### config.mk
export PLATFORM = sky130hd
export DESIGN_NAME = axi_read_arbiter
export DESIGN_NICKNAME = d
export VERILOG_FILES = /design/src/rtl/axi_read_arbiter.sv
export SDC_FILE = /design/constraint.sdc
export NUM_CORES = 1
export LEC_CHECK = 0
export CORE_MARGIN = 10
export CORE_UTILIZATION = 32
export DETAILED_ROUTE_END_ITERATION = 6
export PLACE_DENSITY = 0.8
export SLEW_MARGIN = 20
export SYNTH_ARGS = -nofsm -noshare
export SYNTH_HDL_FRONTEND = slang
export SYNTH_SLANG_ARGS = --single-unit
### constraint.sdc
create_clock -name clk -period 1.9 [get_ports clk]
set_input_delay 0.38 -clock clk [delete_from_list [all_inputs] [get_ports clk]]
set_output_delay 0.38 -clock clk [all_outputs]
set_load 0.1 [all_outputs]
### src/rtl/axi_read_arbiter.sv
// Two-master AXI read arbiter with a single outstanding read.
// Grants the AR channel in IDLE, forwards it in ADDR and routes R beats back in DATA.
module axi_read_arbiter #(
    parameter bit RR_EN = 1'b1
) (
    input  logic        clk,
    input  logic        rst,
    input  logic [3:0]  ARID_M0,
    input  logic [31:0] ARADDR_M0,
    input  logic [3:0]  ARLEN_M0,
    input  logic [2:0]  ARSIZE_M0,
    input  logic [1:0]  ARBURST_M0,
    input  logic        ARVALID_M0,
    output logic        ARREADY_M0,
    input  logic [3:0]  ARID_M1,
    input  logic [31:0] ARADDR_M1,
    input  logic [3:0]  ARLEN_M1,
    input  logic [2:0]  ARSIZE_M1,
    input  logic [1:0]  ARBURST_M1,
    input  logic        ARVALID_M1,
    output logic        ARREADY_M1,
    output logic [3:0]  RID_M0,
    output logic [31:0] RDATA_M0,
    output logic [1:0]  RRESP_M0,
    output logic        RLAST_M0,
    output logic        RVALID_M0,
    input  logic        RREADY_M0,
    output logic [3:0]  RID_M1,
    output logic [31:0] RDATA_M1,
    output logic [1:0]  RRESP_M1,
    output logic        RLAST_M1,
    output logic        RVALID_M1,
    input  logic        RREADY_M1,
    output logic [7:0]  ARID_S,
    output logic [31:0] ARADDR_S,
    output logic [3:0]  ARLEN_S,
    output logic [2:0]  ARSIZE_S,
    output logic [1:0]  ARBURST_S,
    output logic        ARVALID_S,
    input  logic        ARREADY_S,
    input  logic [7:0]  RID_S,
    input  logic [31:0] RDATA_S,
    input  logic [1:0]  RRESP_S,
    input  logic        RLAST_S,
    input  logic        RVALID_S,
    output logic        RREADY_S,
    output logic [1:0]  dbg_state
);
    // A transfer happens on a rising edge where VALID and READY are both high;
    // VALID never depends on READY, and a master holds its request until accepted.
    typedef enum logic [1:0] {IDLE = 2'd0, ADDR = 2'd1, DATA = 2'd2} state_t;

    state_t      state, state_nxt;
    logic        grant_q, last_grant_q, grant_sel, any_req, ar_take, r_last_hs;
    logic [7:0]  arid_q;
    logic [31:0] araddr_q;
    logic [3:0]  arlen_q;
    logic [2:0]  arsize_q;
    logic [1:0]  arburst_q;
    logic        unused_rid;

    // Grant encoding: 0 selects M0, 1 selects M1.
    always_comb begin
        any_req = ARVALID_M0 | ARVALID_M1;
        if (ARVALID_M0 && ARVALID_M1) begin
            grant_sel = RR_EN ? ~last_grant_q : 1'b0;
        end else begin
            grant_sel = ARVALID_M1;
        end
    end

    assign ar_take   = (state == IDLE) && any_req;
    assign r_last_hs = RVALID_S && RLAST_S && (grant_q ? RREADY_M1 : RREADY_M0);

    always_ff @(posedge clk or posedge rst) begin
        if (rst) begin
            state        <= IDLE;
            grant_q      <= 1'b0;
            last_grant_q <= 1'b1;
            arid_q       <= '0;
            araddr_q     <= '0;
            arlen_q      <= '0;
            arsize_q     <= '0;
            arburst_q    <= '0;
        end else begin
            state <= state_nxt;
            if (ar_take) begin
                grant_q      <= grant_sel;
                last_grant_q <= grant_sel;
                arid_q       <= grant_sel ? {4'h1, ARID_M1} : {4'h0, ARID_M0};
                araddr_q     <= grant_sel ? ARADDR_M1 : ARADDR_M0;
                arlen_q      <= grant_sel ? ARLEN_M1 : ARLEN_M0;
                arsize_q     <= grant_sel ? ARSIZE_M1 : ARSIZE_M0;
                arburst_q    <= grant_sel ? ARBURST_M1 : ARBURST_M0;
            end
        end
    end

    always_comb begin
        state_nxt   = state;
        ARREADY_M0  = 1'b0;
        ARREADY_M1  = 1'b0;
        ARVALID_S   = 1'b0;
        RREADY_S    = 1'b0;
        RVALID_M0   = 1'b0;
        RID_M0      = '0;
        RDATA_M0    = '0;
        RRESP_M0    = '0;
        RLAST_M0    = 1'b0;
        RVALID_M1   = 1'b0;
        RID_M1      = '0;
        RDATA_M1    = '0;
        RRESP_M1    = '0;
        RLAST_M1    = 1'b0;
        case (state)
            IDLE: begin
                // Reset is asynchronous, so the combinational grant must be masked too.
                if (any_req && !rst) begin
                    ARREADY_M0 = ~grant_sel;
                    ARREADY_M1 = grant_sel;
                    state_nxt  = ADDR;
                end
            end
            ADDR: begin
                ARVALID_S = 1'b1;
                if (ARREADY_S) begin
                    state_nxt = DATA;
                end
            end
            DATA: begin
                if (grant_q) begin
                    RVALID_M1 = RVALID_S;
                    RREADY_S  = RREADY_M1;
                    RID_M1    = RID_S[3:0];
                    RDATA_M1  = RDATA_S;
                    RRESP_M1  = RRESP_S;
                    RLAST_M1  = RLAST_S;
                end else begin
                    RVALID_M0 = RVALID_S;
                    RREADY_S  = RREADY_M0;
                    RID_M0    = RID_S[3:0];
                    RDATA_M0  = RDATA_S;
                    RRESP_M0  = RRESP_S;
                    RLAST_M0  = RLAST_S;
                end
                if (r_last_hs) begin
                    state_nxt = IDLE;
                end
            end
            default: state_nxt = IDLE;
        endcase
    end

    // Routing uses the latched grant only; the upper RID bits carry no meaning here.
    assign unused_rid = ^RID_S[7:4];

    assign ARID_S    = arid_q;
    assign ARADDR_S  = araddr_q;
    assign ARLEN_S   = arlen_q;
    assign ARSIZE_S  = arsize_q;
    assign ARBURST_S = arburst_q;
    assign dbg_state = state;
endmodule
==> results of run 1 <==
-- cell families (layout without fill, tap and decap cells) --
| family | after synthesis | count (layout) | share of synthesized area (%) |
|---|---|---|---|
| AO/OA/AOI/OAI | 7 | 7 | 1.642 |
| buffers and inverters | 25 | 306 | 4.691 |
| flip-flops | 49 | 49 | 38.35 |
| multiplexers | 93 | 93 | 38.31 |
| other | 1 | 4 | 0.1172 |
| AND/OR/NAND/NOR | 88 | 88 | 16.89 |
-- critical path, cell delays in order (launching register included) --
cell	delay (ns)
dfrtp_4	0.49
nand2b_4	0.17
nor2_4	0.11
buf_6	0.16
clkbuf_16	0.16
and2_4	0.15
buf_12	0.17
-- sequential cells by signal (all words and copies together), names as in the netlist --
register	flops
ARID_S	4
ARBURST_S	2
ARLEN_S	4
last_grant_q	1
dbg_state	2
ARSIZE_S	3
grant_q	1
ARADDR_S	32
-- metal layers --
layer  routed length (um)  vias to the layer above  GRT usage, %  share of wire [%]
met4                  311                        0         2.413                1.9
met1                 5702                     1516         19.30                 34
met3                 1365                       22         7.454                8.3
met5                    0                        -             0                  0
met2                 9152                      176         39.55                 55
li1                     -                     1443             -                  -
-- area by class of cell --
type	instances	share of cell area (%)
Timing Repair Buffer	295	51.68
Inverter	3	0.1496
Sequential cell	49	16.42
Multi-Input combinational cell	191	28.24
Clock buffer	5	0.9142
Antenna cell	1	0.03324
Tap cell	133	2.211
Clock inverter	3	0.3491
-- how the worst max path moves through the flow --
stage | start | endpoint | slack (ns) | cells after the start
2_1_floorplan | dbg_state[0]$_DFFE_PP0P_ | RDATA_M0[10] | -0.22 | 4
3_3_place_gp | ARVALID_M1 | ARREADY_M1 | -0.15 | 5
3_5_place_dp | ARVALID_M1 | ARADDR_S[5]$_DFFE_PP0P_ | -0.18 | 5
4_1_cts | dbg_state[0]$_DFFE_PP0P_ | RDATA_M1[31] | -0.20 | 6
5_1_grt | dbg_state[0]$_DFFE_PP0P_ | RVALID_M1 | -0.27 | 6
6_report | dbg_state[0]$_DFFE_PP0P_ | RID_M1[0] | -0.21 | 6
-- per-stage QoR --
| step | std cells | utilization (%) | worst slack, ns | TNS, ns | hold WS [ns] |
|---|---|---|---|---|---|
| 6_report | 680 | 77.01 | -0.2126 | -13.84 | 0.5156 |
| 5_1_grt | 680 | 77.01 | -0.2734 | -21.95 | 0.5281 |
| 4_1_cts | 671 | 74.45 | -0.2028 | -14.21 | 0.5191 |
| 3_5_place_dp | 658 | 72.25 | -0.1805 | -6.320 | 0.4965 |
| 3_3_place_gp | 658 | 72.25 | -0.1546 | -5.448 | 0.4915 |
| 2_1_floorplan | 265 | - | -0.2233 | -18.12 | 0.4965 |
-- Yosys cell counts (all sizes together) --
| cell type | n |
|---|---|
| a22o | 1 |
| inv | 3 |
| clkbuf | 9 |
| conb | 1 |
| and2 | 80 |
| o21ai | 1 |
| nor2 | 3 |
| buf | 13 |
| a21bo | 1 |
| dfrtp | 48 |
| a21o | 1 |
| a31oi | 1 |
| nand2b | 1 |
| mux2 | 92 |
| nor2b | 2 |
| mux2i | 1 |
| a21boi | 1 |
| dfstp | 1 |
| nor3 | 2 |
| o21a | 1 |
-- timing repair --
action | in CTS | in global routing
setup buffers | 4 | 2
gates resized for setup | 29 | 45
gates cloned | 1 | 6
pin swaps | 3 | 27
endpoints found under the setup margin | 82 | 83
-- power by group through the flow --
stage          registers [mW]  logic, mW  clock network [mW]
6_report                 2.00       11.6               0.650
5_1_grt                  2.07       11.8               0.724
4_1_cts                  1.98       11.2               0.681
3_5_place_dp             1.97       11.0                   0
3_3_place_gp             1.93       10.9                   0
2_1_floorplan            5.63       3.98                   0
==> metrics.md, run 1 <==
| Metric | Value |
|---|---|
| Post-route total power | `14.23 mW` |
| Hold depth | `1` |
| Final setup vio count | `117` |
| Syn Inst Count | `263` |
| FF-to-FF path depth | `8` |
| R2R setup slack | `-0.08 ns` |
| Fillcell total | `578` |
| Switching power | `8.445 mW` |
| Root Driver | `clkbuf_8` |
| Yosys top cell area share | `37.53%` |
| Vias per std cell | `4.643` |
| Number of unique standard cell types used by synthesis | `23` |
| Reg-to-Reg Start | `dbg_state[0]$_DFFE_PP0P_` |
| Final hold violation count | `0` |
| Post-synth top area cell | `dfrtp_1` |
| Unrepaired setup endpoints after global routing | `true` |
| Core area | `9774 um2` |
| Cell Rows | `36` |
| VDD IR max | `1.171 mV` |
| Sw Ratio | `59.33%` |
| Startpoint types | `flop` |
| Max Clock Skew | `0.01480 ns` |
| Final slew viol count | `0` |
| WP data arrival | `1.73 ns` |
| Share of power burned in registers | `14.1%` |
| Final Routed Wirelength | `16.53 mm` |
| Maximum clock path buffer count | `2` |
| Most frequent cells in the layout | `clkdlybuf4s50_1 (134), buf_12 (97), mux2_4 (60), and2_4 (51), buf_4 (50)` |
| Sequential cell area | `1236 um2` |
| 1st-iter DRT viols | `153` |
| Vias in the first global route | `3470` |
| Clock power share | `4.6%` |
| Commonest non-fill, non-tap cell in the layout | `clkdlybuf4s50_1` |
| Crit end category | `output pin` |
| Setup WS post-layout | `-0.2126 ns` |
| Status | `finished, violations left` |
| Mapped Area | `3201 um2` |
| Nets | `686` |
| Final ANT Viol Nets | `0` |
| Routed WL per cell | `24.31 um` |
| CTS Buf Count | `5` |
| RR Endpoint | `ARLEN_S[2]$_DFFE_PP0P_` |
| Die H | `120.0 um` |
| Top post-synthesis cells by area | `dfrtp_1 (38%), mux2_4 (23%), and2_1 (16%)` |
| Crit path required time | `1.52 ns` |
| Clk_lat worst skew | `0.31 ns` |
| Max-Cap Viols | `0` |
| Antenna violations before repair | `1` |
| Hold Crit Class | `flop to flop` |
| Synth Register Bits | `49` |
| First-pass GRT wire length | `22.48 mm` |
| Post-synthesis sequential area ratio | `38.35%` |
| CTS Hold Bufs | `0` |
| DRC viols | `0` |
| GPL Wtd Cong | `0.7441` |
| Worst hold start | `ARADDR_S[4]$_DFFE_PP0P_` |
| Multi-input logic area | `2126 um2` |
| GRT overflow | `0` |
| Ys Warns | `0` |
| Crit share post-route | `111.2%` |
| Clk slew on worst S/H paths | `0.11 ns` |
| Port Buf Inserts | `268` |
| First-pass detailed-route iteration total | `4` |
| Syn_area_per_cell | `12.17 um2` |
| Die area | `14400 um2` |
| Fmax | `0.4733 GHz` |
| Die Wd | `120.0 um` |
| Pwr dens | `1891 nW/um2` |
| Pint | `5.789 mW` |
| # H-tree levels | `2` |
| Hold endpoint | `ARADDR_S[4]$_DFFE_PP0P_` |
| Combinational share of power | `81.4%` |
| CTS Sinks | `49` |
| Dpl hpwl | `12.92 mm` |
| GRT Total Usage | `19.85%` |
| Worst Path Max Fanout | `5` |
| Via count | `3157` |
| Critical setup path kind | `flop to output pin` |
| Initial core utilization | `32.74%` |
| Post-placement cell area | `7062 um2` |
| Fin area | `7527 um2` |
| Failing checks | `setup timing` |
| Min Clock Period, post-route | `2.113 ns` |
| TritonCTS clock tree | `built` |
| Layout cells sized above 1 | `65.20%` |
| Pleak | `3.351 nW` |
| Area Growth Syn to Fin | `135.2%` |
| Io pins | `276` |
| Largest net degree at the start of global routing | `41` |
No activity file was read; power rests on OpenSTA's default activity.
==> run 2: changes to the inputs <==
--- a/config.mk
+++ b/config.mk
@@ -8,6 +8,7 @@
 export CORE_MARGIN = 10
 export CORE_UTILIZATION = 32
 export DETAILED_ROUTE_END_ITERATION = 6
+export GPL_ROUTABILITY_DRIVEN = 0
 export PLACE_DENSITY = 0.8
 export SLEW_MARGIN = 20
 export SYNTH_ARGS = -nofsm -noshare
==> constraint.sdc (replaced) <==
create_clock -name clk -period 1.9 [get_ports clk]
set_input_delay 0.19 -clock clk [delete_from_list [all_inputs] [get_ports clk]]
set_output_delay 0.19 -clock clk [all_outputs]
set_load 0.1 [all_outputs]
==> metrics.md, run 2 (synthesis gave the netlist of run 1 again) <==
| Metric | Value |
|---|---|
| M1 WL | `5.078 mm` |
| WP buf/inv | `3` |
| Crit end category | `output pin` |
| Final Non-Filler Cells | `670` |
| Placed insts | `656` |
| # H-tree levels | `2` |
| Highest Signal Layer | `met4` |
| Nets | `677` |
| Crit path required time | `1.71 ns` |
| Area Growth Syn to Fin | `122.7%` |
| Final hold violation count | `0` |
| Final Routed Wirelength | `14.73 mm` |
| Fmax | `0.5444 GHz` |
| First-pass GRT wire length | `21.46 mm` |
| Commonest non-fill, non-tap cell in the layout | `clkdlybuf4s50_1` |
| GRT overflow | `0` |
| Post-route total power | `13.33 mW` |
| Pre-CTS WS | `0.03639 ns` |
| Vias in the first global route | `3441` |
| Largest net degree at the start of global routing | `32` |
| Via count | `2999` |
| Crit share post-route | `96.68%` |
| First-pass detailed-route iteration total | `4` |
| Cell Rows | `36` |
| Setup WS post-layout | `0.06299 ns` |
| Inserted Diodes | `0` |
| Hold Crit Class | `primary input to asynchronous set/reset pin` |
| TritonCTS clock tree | `built` |
| Die Wd | `120.0 um` |
| Final ANT Viol Nets | `0` |
| Slowest stage delay, CP | `0.44 ns` |
| Die area | `14400 um2` |
| CTS Sinks | `49` |
| Max reg flops | `32` |
| Root Driver | `clkbuf_8` |
| Critical setup path kind | `flop to output pin` |
| Fin area | `7127 um2` |
| Antenna violations before repair | `0` |
| Pwr dens | `1870 nW/um2` |
| VDD IR max | `1.527 mV` |
| Critical path startpoint | `dbg_state[0]$_DFFE_PP0P_` |
| Max-Cap Viols | `0` |
| GRT Total Usage | `18.95%` |
| Final slew viol count | `0` |
| Clk slew on worst S/H paths | `0.10 ns` |
| Cell family with most CP delay | `simple AND/OR/NAND/NOR gates` |
| Reg-to-Reg Start | `last_grant_q$_DFFE_PP1P_` |
| DRC viols | `0` |
| Pleak | `3.149 nW` |
| Wire length on met2 | `8.218 mm` |
| Io pins | `276` |
| Status | `finished, final reports clean` |
| Maximum clock path buffer count | `2` |
| Final setup vio count | `0` |
| Met3 Wirelength | `1.237 mm` |
| Max Clock Skew | `0.01583 ns` |
| Port Buf Inserts | `268` |
| Dpl hpwl | `12.58 mm` |
| Post-placement cell area | `6909 um2` |
| 1st-iter DRT viols | `85` |
| Worst Path Max Fanout | `10` |
| Min Clock Period, post-route | `1.837 ns` |
| Clk_lat worst skew | `0.30 ns` |
| Startpoint types | `flop` |
| CP most frequent cell | `buf_12` |
| Most frequent cells in the layout | `clkdlybuf4s50_1 (136), buf_12 (88), and2_2 (78), buf_4 (56), mux2_4 (48)` |
| CTS Buf Count | `5` |
| Critical path, cell by cell | `nand2b_4 > nor2_4 > buf_12 > buf_12 > and2_2 > buf_12` |
| WP data arrival | `1.65 ns` |
| Core area | `9774 um2` |
| Vias per std cell | `4.476` |
| Routed WL per cell | `21.99 um` |
| Layout cells sized above 1 | `63.87%` |
| Initial core utilization | `32.74%` |
| Die H | `120.0 um` |
| CP max-delay cell | `dfrtp_2` |
[run 2: cell types whose count changed in the layout (fill, tap and decap cells not counted), moves of 2 or more]
cell	change
buf_4	+6
and2_4	-49
mux2_2	+12
and2_2	+49
clkdlybuf4s50_1	+2
clkbuf_16	-2
dlymetal6s2s_1	-2
mux2_4	-12
buf_6	-4
nor2_4	-2
buf_12	-9
clkinvlp_4	-2
[run 2: path summary, 6_finish.rpt]
| path | cells after the start | slack [ns] | endpoint |
|---|---|---|---|
| worst min-delay path | 3 | 0.40 | dbg_state[0]$_DFFE_PP0P_ |
| min in group clk | 1 | 0.51 | ARADDR_S[9]$_DFFE_PP0P_ |
| worst max register to register | 4 | 0.18 | ARLEN_S[2]$_DFFE_PP0P_ |
| worst max-delay path | 6 | 0.06 | RDATA_M1[30] |
| worst min register to register | 1 | 0.51 | ARADDR_S[9]$_DFFE_PP0P_ |
| max in group asynchronous | 3 | 1.14 | last_grant_q$_DFFE_PP1P_ |
[run 2: through the flow]
| stage | hold slack [ns] | setup TNS (ns) | utilization [%] |
|---|---|---|---|
| 2_1_floorplan | 0.3065 | -4.526 | - |
| 3_3_place_gp | 0.4922 | 0 | 70.69 |
| 3_5_place_dp | 0.4960 | 0 | 70.69 |
| 4_1_cts | 0.3987 | 0 | 72.08 |
| 5_1_grt | 0.4278 | -0.0008052 | 72.91 |
| 6_report | 0.3979 | 0 | 72.91 |
[run 2: layout make-up]
type / instances / area [um2]
Timing Repair Buffer: 286 / 3642
Tap cell: 133 / 166.4
Fill cell: 657 / 2648
Multi-Input combinational cell: 191 / 1988
Inverter: 3 / 11.26
Clock buffer: 6 / 72.57
Clock inverter: 2 / 13.76
Sequential cell: 49 / 1232
[run 2: worst reg2reg max path, stage by stage, from the launching register on]
cell and delay [ns]:
dfstp_2 0.55, a21bo_2 0.17, buf_12 0.22, mux2_2 0.38, mux2_2 0.27
[run 2: metal layers]
| layer | track usage, % | up-vias |
|---|---|---|
| li1 | - | 1424 |
| met1 | 18.79 | 1407 |
| met2 | 37.10 | 155 |
| met3 | 6.798 | 13 |
| met4 | 3.243 | 0 |
| met5 | 0 | - |
[run 2: what timing repair did]
item / CTS / global route
resized for setup: 8 / 3
pin swaps: 1 / 1
gates cloned: 1 / 4
hold endpoints to repair: 0 / 0
endpoints found under the setup margin: 64 / 31
setup buffers: 0 / 1
hold buffers: 0 / 0
[run 2: power breakdown]
part           total [mW]  internal (mW)  switching [mW]
Combinational        10.8           3.33            7.44
Clock               0.621          0.263           0.357
Sequential           1.94           1.60           0.340
Total                13.3           5.19            8.14
==> run 3: changes to the inputs <==
--- a/config.mk
+++ b/config.mk
@@ -6,10 +6,11 @@
 export NUM_CORES = 1
 export LEC_CHECK = 0
 export CORE_MARGIN = 10
-export CORE_UTILIZATION = 32
+export CORE_UTILIZATION = 35
+export CTS_CLUSTER_DIAMETER = 120
 export DETAILED_ROUTE_END_ITERATION = 6
 export GPL_ROUTABILITY_DRIVEN = 0
-export PLACE_DENSITY = 0.8
+export PLACE_DENSITY = 0.87
 export SLEW_MARGIN = 20
 export SYNTH_ARGS = -nofsm -noshare
 export SYNTH_HDL_FRONTEND = slang
==> constraint.sdc (replaced) <==
create_clock -name clk -period 2.27 [get_ports clk]
set_input_delay 0.227 -clock clk [delete_from_list [all_inputs] [get_ports clk]]
set_output_delay 0.227 -clock clk [all_outputs]
set_load 0.1 [all_outputs]
==> metrics.md, run 3 (synthesis gave the netlist of run 1 again) <==
| Metric | Value |
|---|---|
| Inserted Diodes | `0` |
| Die Wd | `115.6 um` |
| Port Buf Inserts | `268` |
| Final hold violation count | `0` |
| DRC viols | `0` |
| Root Driver | `clkbuf_8` |
| # H-tree levels | `2` |
| Dpl hpwl | `12.64 mm` |
| Via count | `2989` |
| Crit path required time | `2.04 ns` |
| Die H | `115.6 um` |
| CTS Buf Count | `5` |
| Antenna violations before repair | `0` |
| Final Routed Wirelength | `14.45 mm` |
| VDD IR max | `1.486 mV` |
| Fmax | `0.4900 GHz` |
| Largest net degree at the start of global routing | `41` |
| Unrepaired setup endpoints after global routing | `false` |
| Routed WL per cell | `22.78 um` |
| GRT Total Usage | `20.69%` |
| TritonCTS clock tree | `built` |
| Pwr dens | `1588 nW/um2` |
| Worst Path Max Fanout | `40` |
| Share of power burned in registers | `14.8%` |
| Clk_lat worst skew | `0.30 ns` |
| Clock power share | `4.8%` |
| Core area | `8806 um2` |
| Max reg flops | `32` |
| Cell family with most CP delay | `simple AND/OR/NAND/NOR gates` |
| Max-Cap Viols | `0` |
| Fin area | `6883 um2` |
| Critical setup path kind | `flop to output pin` |
| WP buf/inv | `2` |
| Post-layout util | `78.16%` |
| GRT overflow | `0` |
| Crit share post-route | `89.91%` |
| Max Clock Skew | `0.01584 ns` |
| First-pass GRT wire length | `21.05 mm` |
| Post-route total power | `10.93 mW` |
| First-pass detailed-route iteration total | `4` |
| Crit end category | `output pin` |
| Commonest non-fill, non-tap cell in the layout | `clkdlybuf4s50_1` |
| Setup TNS | `0 ns` |
| Fillcell total | `535` |
| Nets | `666` |
| Vias in the first global route | `3375` |
| 1st-iter DRT viols | `107` |
| Critical path, cell by cell | `nand2b_1 > nor2_1 > buf_4 > and2_2 > buf_12` |
| Clk slew on worst S/H paths | `0.10 ns` |
| Post-placement cell area | `6797 um2` |
| Pleak | `3.059 nW` |
| Pint | `4.177 mW` |
| Final setup vio count | `0` |
| Initial core utilization | `36.35%` |
| WP data arrival | `1.81 ns` |
| Min Clock Period, post-route | `2.041 ns` |
| CP max-delay cell | `dfrtp_1` |
| Area Growth Syn to Fin | `115.1%` |
| Status | `finished, final reports clean` |
| Layout cells sized above 1 | `62.17%` |
| Sw Ratio | `61.78%` |
| Io pins | `276` |
| # resized after CTS | `0` |
| Startpoint types | `flop` |
| Combinational share of power | `80.5%` |
| Post-CTS Setup Inserts | `0` |
| CTS Sinks | `49` |
| Maximum clock path buffer count | `2` |
| Die area | `13370 um2` |
| Final ANT Viol Nets | `0` |
| Switching power | `6.751 mW` |
| Slowest stage delay, CP | `0.42 ns` |
| Final slew viol count | `0` |
| Vias per std cell | `4.715` |
| Hold Crit Class | `primary input to asynchronous set/reset pin` |
| CTS Hold Bufs | `0` |
| Cell Rows | `34` |
| Most frequent cells in the layout | `clkdlybuf4s50_1 (136), buf_12 (85), and2_2 (80), buf_4 (54), mux2_4 (48)` |
==> run 3: cell count changes in the layout (fill, tap and decap cells not counted), moves of 2 or more <==
cell	before	now
and2_4	2	0
nor2_1	1	3
clkbuf_16	2	0
buf_12	88	85
and2_2	78	80
buf_4	56	54
buf_6	3	0
==> run 3: final cells by class <==
type | instances | area (um2) | share of cell area [%]
Timing Repair Buffer | 275 | 3468 | 50.39
Multi-Input combinational cell | 191 | 1953 | 28.38
Sequential cell | 49 | 1229 | 17.85
Tap cell | 108 | 135.1 | 1.963
Clock buffer | 6 | 72.57 | 1.054
Clock inverter | 2 | 13.76 | 0.2000
Inverter | 3 | 11.26 | 0.1636
==> run 3: power groups by stage <==
stage,clock network [mW],registers [mW],logic (mW)
after floorplan,0,4.70,3.29
after global placement,0,1.59,8.76
after detailed placement,0,1.62,8.86
after CTS,0.535,1.62,8.86
after global routing,0.562,1.68,9.01
final,0.520,1.61,8.79
==> run 3: worst register-to-register path, stage by stage, from the launching register on <==
cell and delay, ns:
dfstp_2 0.56, a21bo_2 0.16, buf_12 0.26, mux2_2 0.38
mux2_2 0.27
==> run 3: path summary, 6_finish.rpt <==
| path | startpoint | endpoint | slack, ns | cells after the start |
|---|---|---|---|---|
| min reg2reg | ARID_S[2]$_DFFE_PP0P_ | ARID_S[2]$_DFFE_PP0P_ | 0.51 | 1 |
| max reg2reg | last_grant_q$_DFFE_PP1P_ | ARADDR_S[3]$_DFFE_PP0P_ | 0.53 | 4 |
| min in group clk | ARID_S[2]$_DFFE_PP0P_ | ARID_S[2]$_DFFE_PP0P_ | 0.51 | 1 |
| min | rst | ARADDR_S[4]$_DFFE_PP0P_ | 0.33 | 2 |
| max | dbg_state[0]$_DFFE_PP0P_ | RVALID_M1 | 0.23 | 5 |
| max in group asynchronous | rst | last_grant_q$_DFFE_PP1P_ | 1.15 | 3 |
==> run 3: stage by stage <==
stage,instances,worst slack (ns),hold WS [ns]
floorplan,265,-0.3295,0.3435
global placement,626,0.3412,0.4924
detailed placement,626,0.2938,0.4942
CTS,634,0.2045,0.3319
global route,634,0.06927,0.3400
finish,634,0.2292,0.3326
==> run 3: per-layer routing <==
| layer | wire [um] | global-route usage (%) | vias up |
|---|---|---|---|
| li1 | - | - | 1398 |
| met1 | 4808 | 19.48 | 1414 |
| met2 | 7839 | 39.70 | 149 |
| met3 | 1293 | 8.062 | 28 |
| met4 | 504 | 7.423 | 0 |
| met5 | 0 | 0 | - |
